==> config.mk <==
export PLATFORM = sky130hd
export DESIGN_NAME = mem_mc_rr
export DESIGN_NICKNAME = d
export VERILOG_FILES = /design/src/rtl/mem_mc_rr.sv
export SDC_FILE = /design/constraint.sdc
export NUM_CORES = 1
export LEC_CHECK = 0
export CAP_MARGIN = 10
export CORE_MARGIN = 2
export CORE_UTILIZATION = 62
export DETAILED_ROUTE_END_ITERATION = 8
export PLACE_DENSITY = 0.81
export SYNTH_ARGS = -nofsm -noshare
export SYNTH_HDL_FRONTEND = slang
export SYNTH_SLANG_ARGS = --single-unit
==> constraint.sdc <==
create_clock -name clk -period 4.3 [get_ports clk]
set_clock_uncertainty 0.05 [all_clocks]
set_input_delay 1.29 -clock clk [delete_from_list [all_inputs] [get_ports clk]]
set_output_delay 1.29 -clock clk [all_outputs]
set_load 0.03 [all_outputs]
==> src/rtl/mem_mc_rr.sv <==
// mem_mc_rr: NUM_CH requesters share one synchronous RAM through a
// round-robin arbiter. Each channel has its own valid/ready request port and
// its own registered read-return slice.
//
// Ports
//   clk, rst : single rising-edge clock, synchronous active-high reset
//   valid    : per-channel request valid
//   ready    : per-channel grant (one-hot or zero, combinational)
//   wr_rd    : per-channel 1 = write, 0 = read
//   addr     : channel c at [c*ADDR_WIDTH +: ADDR_WIDTH]
//   wdata    : channel c at [c*DATA_WIDTH +: DATA_WIDTH]
//   prio     : per-channel high-priority flag (only with MEM_MC_PRIO_EN)
//   rdata    : per-channel read return, same packing as wdata
//   rvalid   : one-cycle pulse, rdata slice of that channel is valid
//   err      : one-cycle pulse, the handshaken address was >= DEPTH
//
// Optional feature macro: MEM_MC_PRIO_EN adds the prio input; valid channels
// with prio = 1 are arbitrated ahead of all prio = 0 channels.
//
// Handshake: a transfer happens on a rising clk edge where valid[c] and
// ready[c] are both 1. A master holds valid and payload stable until it sees
// ready; ready depends only on valid (and prio), the pointer and rst.
module mem_mc_rr #(
  parameter int NUM_CH     = 2,
  parameter int DATA_WIDTH = 16,
  parameter int DEPTH      = 32,
  parameter int ADDR_WIDTH = 5
) (
  input  logic                         clk,
  input  logic                         rst,
  input  logic [NUM_CH-1:0]            valid,
  output logic [NUM_CH-1:0]            ready,
  input  logic [NUM_CH-1:0]            wr_rd,
  input  logic [NUM_CH*ADDR_WIDTH-1:0] addr,
  input  logic [NUM_CH*DATA_WIDTH-1:0] wdata,
`ifdef MEM_MC_PRIO_EN
  input  logic [NUM_CH-1:0]            prio,
`endif
  output logic [NUM_CH*DATA_WIDTH-1:0] rdata,
  output logic [NUM_CH-1:0]            rvalid,
  output logic [NUM_CH-1:0]            err
);

  localparam int PW = (NUM_CH > 1) ? $clog2(NUM_CH) : 1;
  localparam logic [PW-1:0] LAST_CH = PW'(NUM_CH - 1);
  localparam logic [ADDR_WIDTH:0] DEPTH_LIM = (ADDR_WIDTH + 1)'(DEPTH);

  logic [DATA_WIDTH-1:0] mem [DEPTH];

  logic [PW-1:0]         ptr;
  logic [PW-1:0]         gnt_idx;
  logic                  gnt_any;
  logic [NUM_CH-1:0]     req;
  logic                  xfer;
  logic                  sel_wr;
  logic                  in_range;
  logic [ADDR_WIDTH-1:0] sel_addr;
  logic [DATA_WIDTH-1:0] sel_wdata;

  // Returns {found, index} of the first set request at or after p, wrapping.
  function automatic logic [PW:0] rr_pick(input logic [NUM_CH-1:0] r,
                                          input logic [PW-1:0]     p);
    logic [PW:0] res;
    int          c;
    res = '0;
    for (int i = 0; i < NUM_CH; i++) begin
      c = (int'(p) + i) % NUM_CH;
      if (!res[PW] && r[c]) res = {1'b1, c[PW-1:0]};
    end
    return res;
  endfunction

`ifdef MEM_MC_PRIO_EN
  // The high-priority group, when non-empty, hides every low-priority request.
  assign req = (|(valid & prio)) ? (valid & prio) : valid;
`else
  assign req = valid;
`endif

  always_comb begin
    {gnt_any, gnt_idx} = rr_pick(req, ptr);
    ready = '0;
    if (gnt_any && !rst) ready[gnt_idx] = 1'b1;
  end

  // Payload of the granted channel; only meaningful when xfer is high.
  assign xfer      = |ready;
  assign sel_wr    = wr_rd[gnt_idx];
  assign sel_addr  = addr[gnt_idx*ADDR_WIDTH +: ADDR_WIDTH];
  assign sel_wdata = wdata[gnt_idx*DATA_WIDTH +: DATA_WIDTH];
  assign in_range  = {1'b0, sel_addr} < DEPTH_LIM;

  always_ff @(posedge clk) begin
    if (rst) begin
      ptr    <= '0;
      rvalid <= '0;
      err    <= '0;
      rdata  <= '0;
      for (int i = 0; i < DEPTH; i++) mem[i] <= '0;
    end else begin
      rvalid <= '0;
      err    <= '0;
      if (xfer) begin
        ptr          <= (gnt_idx == LAST_CH) ? '0 : gnt_idx + 1'b1;
        err[gnt_idx] <= !in_range;
        if (sel_wr) begin
          if (in_range) mem[sel_addr] <= sel_wdata;
        end else begin
          // rdata slice only changes on a completed read and then holds.
          rvalid[gnt_idx] <= 1'b1;
          rdata[gnt_idx*DATA_WIDTH +: DATA_WIDTH] <= in_range ? mem[sel_addr] : '0;
        end
      end
    end
  end

endmodule

==> flow_metrics.py, run 1 <==
metrics = {
    "status": {
        "outcome": "finished, final reports clean",
    },
    "cts": {
        "cts.repair.resized": 0,
        "clockBufferDepth": 3,
        "cts_tree": "yes",
        "clock-sinks": 547,
        "cts.clk_slew.worst_paths_ns": 0.06,
        "cts_hold_repair.buffers": 0,
        "cts_max_level": 2,
        "numCtsBuffers": 54,
        "cts_setup_buffers": 0,
        "cts_root_buffer": "clkbuf_16",
        "clock_latency_ns": 0.62,
    },
    "yosys": {
        "yosysSeqAreaShare_pct": 63.7,
        "synth_area_leaders": "edfxtp_1 (61%), nor2_1 (8.1%), mux2i_1 (3.3%), dfxtp_1 (2.8%), nand2_1 (1.8%)",
        "yosys.area.top_type": "edfxtp_1",
        "yosys_warnings": 0,
        "synth_top_area_share_pct": 61.0,
        "synth_ff_type": "edfxtp_1",
        "synthDistinctLibCells": 70,
        "synth.cell_area_sq_um": 25200,
        "syn_avg_cell_area_sq_um": 11.6,
        "ys_async_sr_fraction_pct": 0,
        "ys_seq_elements": 547,
        "synth_enable_flop_cells": 512,
        "netlist_instances": 2176,
    },
    "setup_path": {
        "worstPathCellList": "clkdlybuf4s50_1 > nand2b_2 > buf_4 > nand2_2 > nor2_1 > buf_4",
        "crit_path_end_kind": "primary output",
        "cp_slowest_cell": "clkdlybuf4s50_1",
        "crit_type": "input port to primary output",
        "regToRegSetupSlack_ns": 1.32,
        "cp-startpoint": "valid[0]",
        "reg2reg_from": "ptr",
        "rr_endpoint": "rdata[13]",
        "crit_path_start_kind": "input port",
        "crit_top_cell": "buf_4",
        "reg2reg_depth": 9,
        "cp_max_fo": 15,
        "max_stage_delay_ns": 0.49,
        "required_ns": 2.96,
        "critPathTopFamily": "buffers and inverters",
        "path_buf_inv": 3,
        "worst_ep_arrival_time_ns": 2.75,
    },
    "routing": {
        "ant_nets": 0,
        "via_per_inst": 6.73,
        "drt-pass1-iter-count": 6,
        "wl_microns": 81200,
        "wl_per_cell_microns": 28.0,
        "num_vias": 19500,
        "drt-initial-drc-count": 3114,
        "route.detailed.drc": 0,
    },
    "cells_and_area": {
        "final_nets": 2374,
        "seqCellArea_sq_um": 16100,
        "fillers": 2489,
        "area_delta_synth_final_pct": 19.3,
        "most-common-layout-cells": "nor2_1 (543), edfxtp_1 (512), buf_4 (152)",
        "multi_input_area_sq_um": 8360,
        "stdcell_count": 2897,
        "final_common_cell": "nor2_1",
        "drive_gt1_share_pct": 17.1,
    },
    "min_path": {
        "holdPathEnd": "rdata[2]",
        "holdPathStages": 2,
        "hold_path.startpoint": "rdata[2]",
        "hold_path.class": "flip-flop to flip-flop",
    },
    "die": {
        "boundaryPins": 86,
        "die_w_microns": 206,
        "start_util_pct": 63.2,
        "fp.dieH_microns": 206,
        "die-area_sq_um": 42300,
        "coreArea_sq_um": 39900,
        "fp-row-count": 73,
    },
    "grt": {
        "grt_max_degree": 54,
        "grt_pass1_wl_microns": 120000,
        "grt_antenna_before_repair": 4,
        "grt_pass1_vias": 19100,
        "grt_overflow": 0,
        "grt_usage_pct": 39.3,
    },
    "timing": {
        "hold_viol": 0,
        "setup_viol": 0,
        "max_slew.worst_pin.slew_ns": 1.06,
        "final_max_slew_viol_count": 0,
        "finalCriticalPeriod_ns": 4.09,
        "timing.fmax_mhz": 244,
        "fin_crit_sh_pct": 95.1,
        "rsz0062_at_grt": "false",
        "relSlewSlack_pct": 28.9,
    },
    "power": {
        "p_total_w": 0.0125,
        "vdd_ir_drop_max_v": 0.000434,
        "p_leak_nw": 11.0,
        "power.density_nw_per_um2": 415,
    },
    "placement": {
        "dp_cells": 2795,
        "dp_hpwl_microns": 54100,
        "gp_congestion": 0.976,
        "portBuffers": 83,
    },
    "job": {
        "maxCapViolCount": 0,
    },
}
-- per-layer routing --
layer | vias up | share of wire [%] | GRT usage, %
met5 | - | 0.091 | 0
met4 | 10 | 4.9 | 17.4
met3 | 265 | 15 | 12.9
met2 | 1560 | 44 | 57.5
met1 | 9405 | 36 | 53.7
li1 | 8243 | - | -
-- how the worst max path moves through the flow --
stage	endpoint	slack [ns]	depth (start not counted)
after floorplan	ready[1]	0.53	6
after global placement	rdata[13]	-0.007	10
after detailed placement	rdata[8]	-0.03	10
after CTS	ready[1]	0.22	6
after global routing	ready[1]	0.12	6
final	ready[1]	0.21	6
-- flip-flops by register name (all words and copies together), names as in the netlist --
| signal | count |
|---|---|
| mem | 512 |
| rdata | 32 |
| rvalid | 2 |
| ptr | 1 |
-- Yosys cell counts (4+ instances only) --
library cell and n:
a211oi_1 56, o21ai_1 5, o22ai_1 29, o2bb2ai_1 13, nand3_1 50, nand2_1 122, and3_1 40, nor2_1 543
a32oi_1 19, a211o_1 4, nand3b_1 11, a2111oi_0 7, nand4b_1 5, mux2_2 24, o21ai_0 50, nor3b_1 25
buf_2 67, edfxtp_1 512, nand2_2 26, mux2i_1 82, clkbuf_1 113, buf_1 5, inv_1 31, a22oi_1 24
a221oi_1 30, nor4_1 13, dfxtp_1 35, a31o_2 25, o2111ai_1 4, a31oi_1 7, and2_1 5, o31ai_1 4
nand4_1 6, nand2b_1 72, o211a_1 25, a32o_1 26, buf_4 10
-- final cells by class --
type | count | area share, %
Sequential cell | 547 | 53.4
Multi-Input combinational cell | 1398 | 27.8
Timing Repair Buffer | 292 | 10.4
Clock buffer | 74 | 4.91
Tap cell | 525 | 2.18
Clock inverter | 27 | 0.865
Inverter | 33 | 0.412
Antenna cell | 1 | 0.00832
-- where the power goes --
| group | internal [W] | leakage [nW] | switching (W) |
|---|---|---|---|
| registers | 0.00603 | 5.47 | 0.000103 |
| clock network | 0.00260 | 0.855 | 0.00208 |
| logic | 0.000614 | 4.70 | 0.00107 |
| total | 0.00925 | 11.0 | 0.00325 |
-- cell families (layout without fill, tap and decap cells) --
kind of cell / Yosys count / in the layout / synth area share (%)
and+or+nand+nor: 940 / 940 / 17.0
AOI/OAI and AO/OA: 350 / 350 / 10.9
other: 1 / 3 / 0.0149
buffers and inverters: 232 / 426 / 4.04
muxes: 106 / 106 / 4.33
DFF: 547 / 547 / 63.7
-- through the flow --
step	instance area [sq um]	utilization [%]	TNS (ns)	hold slack, ns	setup WS, ns
after floorplan	25200	-	0	0.437	0.533
final	30100	75.4	0	0.463	0.209
after CTS	30100	75.4	0	0.460	0.218
after global routing	30100	75.4	0	0.477	0.119
after detailed placement	28300	71.0	-0.102	0.432	-0.0254
after global placement	28300	71.0	-0.0108	0.425	-0.00664
-- tightest hold or removal path, delay by kind of cell, from the launching register on --
kind | cells | cell delay (ns)
compound gates | 1 | 0.07
flops | 1 | 0.31
simple gates | 1 | 0.08
Note: power is estimated with default switching activity, not from simulation.
==> run 2, diff against run 1 <==
--- a/config.mk
+++ b/config.mk
@@ -5,6 +5,7 @@
 export SDC_FILE = /design/constraint.sdc
 export NUM_CORES = 1
 export LEC_CHECK = 0
+export ABC_CLOCK_PERIOD_IN_PS = 4700
 export CAP_MARGIN = 10
 export CORE_MARGIN = 2
 export CORE_UTILIZATION = 62
==> constraint.sdc (replaced) <==
create_clock -name clk -period 4.7 [get_ports clk]
set_clock_uncertainty 0.05 [all_clocks]
set_input_delay 1.41 -clock clk [delete_from_list [all_inputs] [get_ports clk]]
set_output_delay 1.41 -clock clk [all_outputs]
set_load 0.03 [all_outputs]
==> run 2 against run 1 <==
Global-route usage decreased by 2.0 points. Cell area is 1.8% lower. Final cell count fell by 1.4%. Critical path type unchanged. Worst hold slack worse by 0.017 ns. Sequential power fell by 8.6%. Sequential cell count did not move. Combinational power decreased by 14%. First-iteration DRC count rose by 0.83%. Total power decreased by 8.6%.
==> flow_metrics.py, run 2 (synthesis gave the netlist of run 1 again) <==
metrics = {
    "timing": {
        "final_max_slew_viol_count": 0,
        "relSlewSlack_pct": 22.7,
        "fin_crit_sh_pct": 95.1,
        "timing.fmax_mhz": 224,
        "finalCriticalPeriod_ns": 4.47,
        "setup_viol": 0,
        "worst_slack_ns": 0.231,
        "final.setup.tns_ns": 0,
        "hold_viol": 0,
        "max_slew.worst_pin.slew_ns": 1.15,
        "rsz0062_at_grt": "false",
    },
    "die": {
        "coreArea_sq_um": 39900,
        "fp-row-count": 73,
        "die_w_microns": 206,
        "boundaryPins": 86,
        "start_util_pct": 63.2,
        "fp.dieH_microns": 206,
        "die-area_sq_um": 42300,
    },
    "routing": {
        "num_vias": 19300,
        "via_per_inst": 6.76,
        "ant_nets": 0,
        "drt-pass1-iter-count": 6,
        "wl_per_cell_microns": 26.9,
        "drt-initial-drc-count": 3140,
        "wl_microns": 76900,
        "route.detailed.drc": 0,
    },
    "cells_and_area": {
        "largest_registers": "mem x512, rdata x32, rvalid x2",
        "fin_area_sq_um": 29500,
        "area_delta_synth_final_pct": 17.1,
        "stdcell_count": 2857,
        "drive_gt1_share_pct": 15.3,
        "final_common_cell": "nor2_1",
        "most-common-layout-cells": "nor2_1 (543), edfxtp_1 (512), buf_4 (130)",
        "largest_register": "mem",
        "largest_register_ffs": 512,
        "final_nets": 2333,
    },
    "grt": {
        "grt_pass1_wl_microns": 115000,
        "grt_usage_pct": 37.2,
        "grt_pass1_vias": 18400,
        "grt_antenna_before_repair": 0,
        "grt_max_degree": 64,
        "grt_overflow": 0,
    },
    "power": {
        "pwr-share-comb_pct": 12.6,
        "seq_power_share_pct": 49.1,
        "switching_share_pct": 25.3,
        "p_switching_w": 0.00289,
        "p_leak_nw": 10.7,
        "vdd_ir_drop_max_v": 0.000352,
        "power.density_nw_per_um2": 386,
        "clock_power_share_pct": 38.2,
        "p_int_w": 0.00853,
    },
    "placement": {
        "dp_cells": 2753,
        "dp_hpwl_microns": 51700,
        "place_area_sq_um": 27800,
        "portBuffers": 83,
        "gp_congestion": 1.02,
        "dpl_worst_slack_ns": -0.00438,
    },
    "cts": {
        "clockBufferDepth": 3,
        "clock-sinks": 547,
        "cts.repair.resized": 0,
        "numCtsBuffers": 55,
        "clock_latency_ns": 0.63,
        "cts_max_level": 2,
        "cts_tree": "yes",
        "cts_setup_buffers": 0,
        "cts.clk_slew.worst_paths_ns": 0.06,
        "cts_hold_repair.buffers": 0,
        "cts_root_buffer": "clkbuf_16",
    },
    "setup_path": {
        "crit_type": "input port to primary output",
        "worst_ep_arrival_time_ns": 3.01,
        "path_buf_inv": 3,
        "cp_slowest_cell": "clkdlybuf4s50_1",
        "critPathTopFamily": "buffers and inverters",
        "max_stage_delay_ns": 0.49,
        "crit_top_cell": "buf_4",
        "worstPathCellList": "clkdlybuf4s50_1 > nand2b_2 > buf_4 > nand2_2 > nor2_1 > buf_4",
        "crit_path_start_kind": "input port",
        "cp_num_cells": 6,
        "required_ns": 3.24,
        "reg2reg_depth": 11,
        "cp_max_fo": 17,
        "crit_path_end_kind": "primary output",
        "regToRegSetupSlack_ns": 1.33,
    },
    "status": {
        "outcome": "finished, final reports clean",
    },
    "min_path": {
        "hold_path.class": "flip-flop to flip-flop",
        "holdPathStages": 2,
    },
    "job": {
        "maxCapViolCount": 0,
    },
}
run 2: cell type report:
| class | instances | area (sq um) |
|---|---|---|
| fillers | 2497 | 10400 |
| diodes | 1 | 2.50 |
| flip-flops and latches | 547 | 16100 |
| multi-input cells | 1398 | 8360 |
| inverters | 33 | 124 |
| clock buffers | 73 | 1450 |
| clock inverters | 30 | 319 |
| well taps | 525 | 657 |
| repair buffers | 250 | 2550 |
run 2: stage by stage:
stage                     util, %  total power (W)  hold slack, ns
final                        74.0           0.0114           0.446
after global routing         74.0           0.0117           0.465
after CTS                    74.0           0.0114           0.452
after detailed placement     69.6          0.00709           0.438
after global placement       69.6          0.00705           0.435
after floorplan                 -          0.00642           0.437
run 2: routing by layer:
| metal | up-vias | share of wire [%] | global-route usage [%] |
|---|---|---|---|
| met4 | 0 | 4.2 | 14.4 |
| met5 | - | 0 | 0 |
| met1 | 9363 | 37 | 53.1 |
| met2 | 1563 | 45 | 55.8 |
| li1 | 8161 | - | - |
| met3 | 219 | 14 | 8.71 |
run 2: worst paths after layout:
| path | startpoint | endpoint |
|---|---|---|
| worst max register to register | ptr | rdata[13] |
| worst min register to register | rdata[2] | rdata[2] |
| worst min-delay path | rdata[2] | rdata[2] |
| worst max-delay path | valid[0] | ready[1] |
run 2: power by group through the flow:
| stage | clock network [W] | logic, W | registers [W] |
|---|---|---|---|
| global placement | 0 | 0.00136 | 0.00570 |
| floorplan | 0 | 0.000712 | 0.00571 |
| detailed placement | 0 | 0.00138 | 0.00571 |
| global route | 0.00455 | 0.00149 | 0.00562 |
| finish | 0.00437 | 0.00144 | 0.00561 |
| CTS | 0.00436 | 0.00139 | 0.00561 |
run 2: tightest hold or removal path, cell delays in order (launching register included):
cell and delay, ns:
dfxtp_1 0.31, nand3b_1 0.08, o21ai_1 0.06
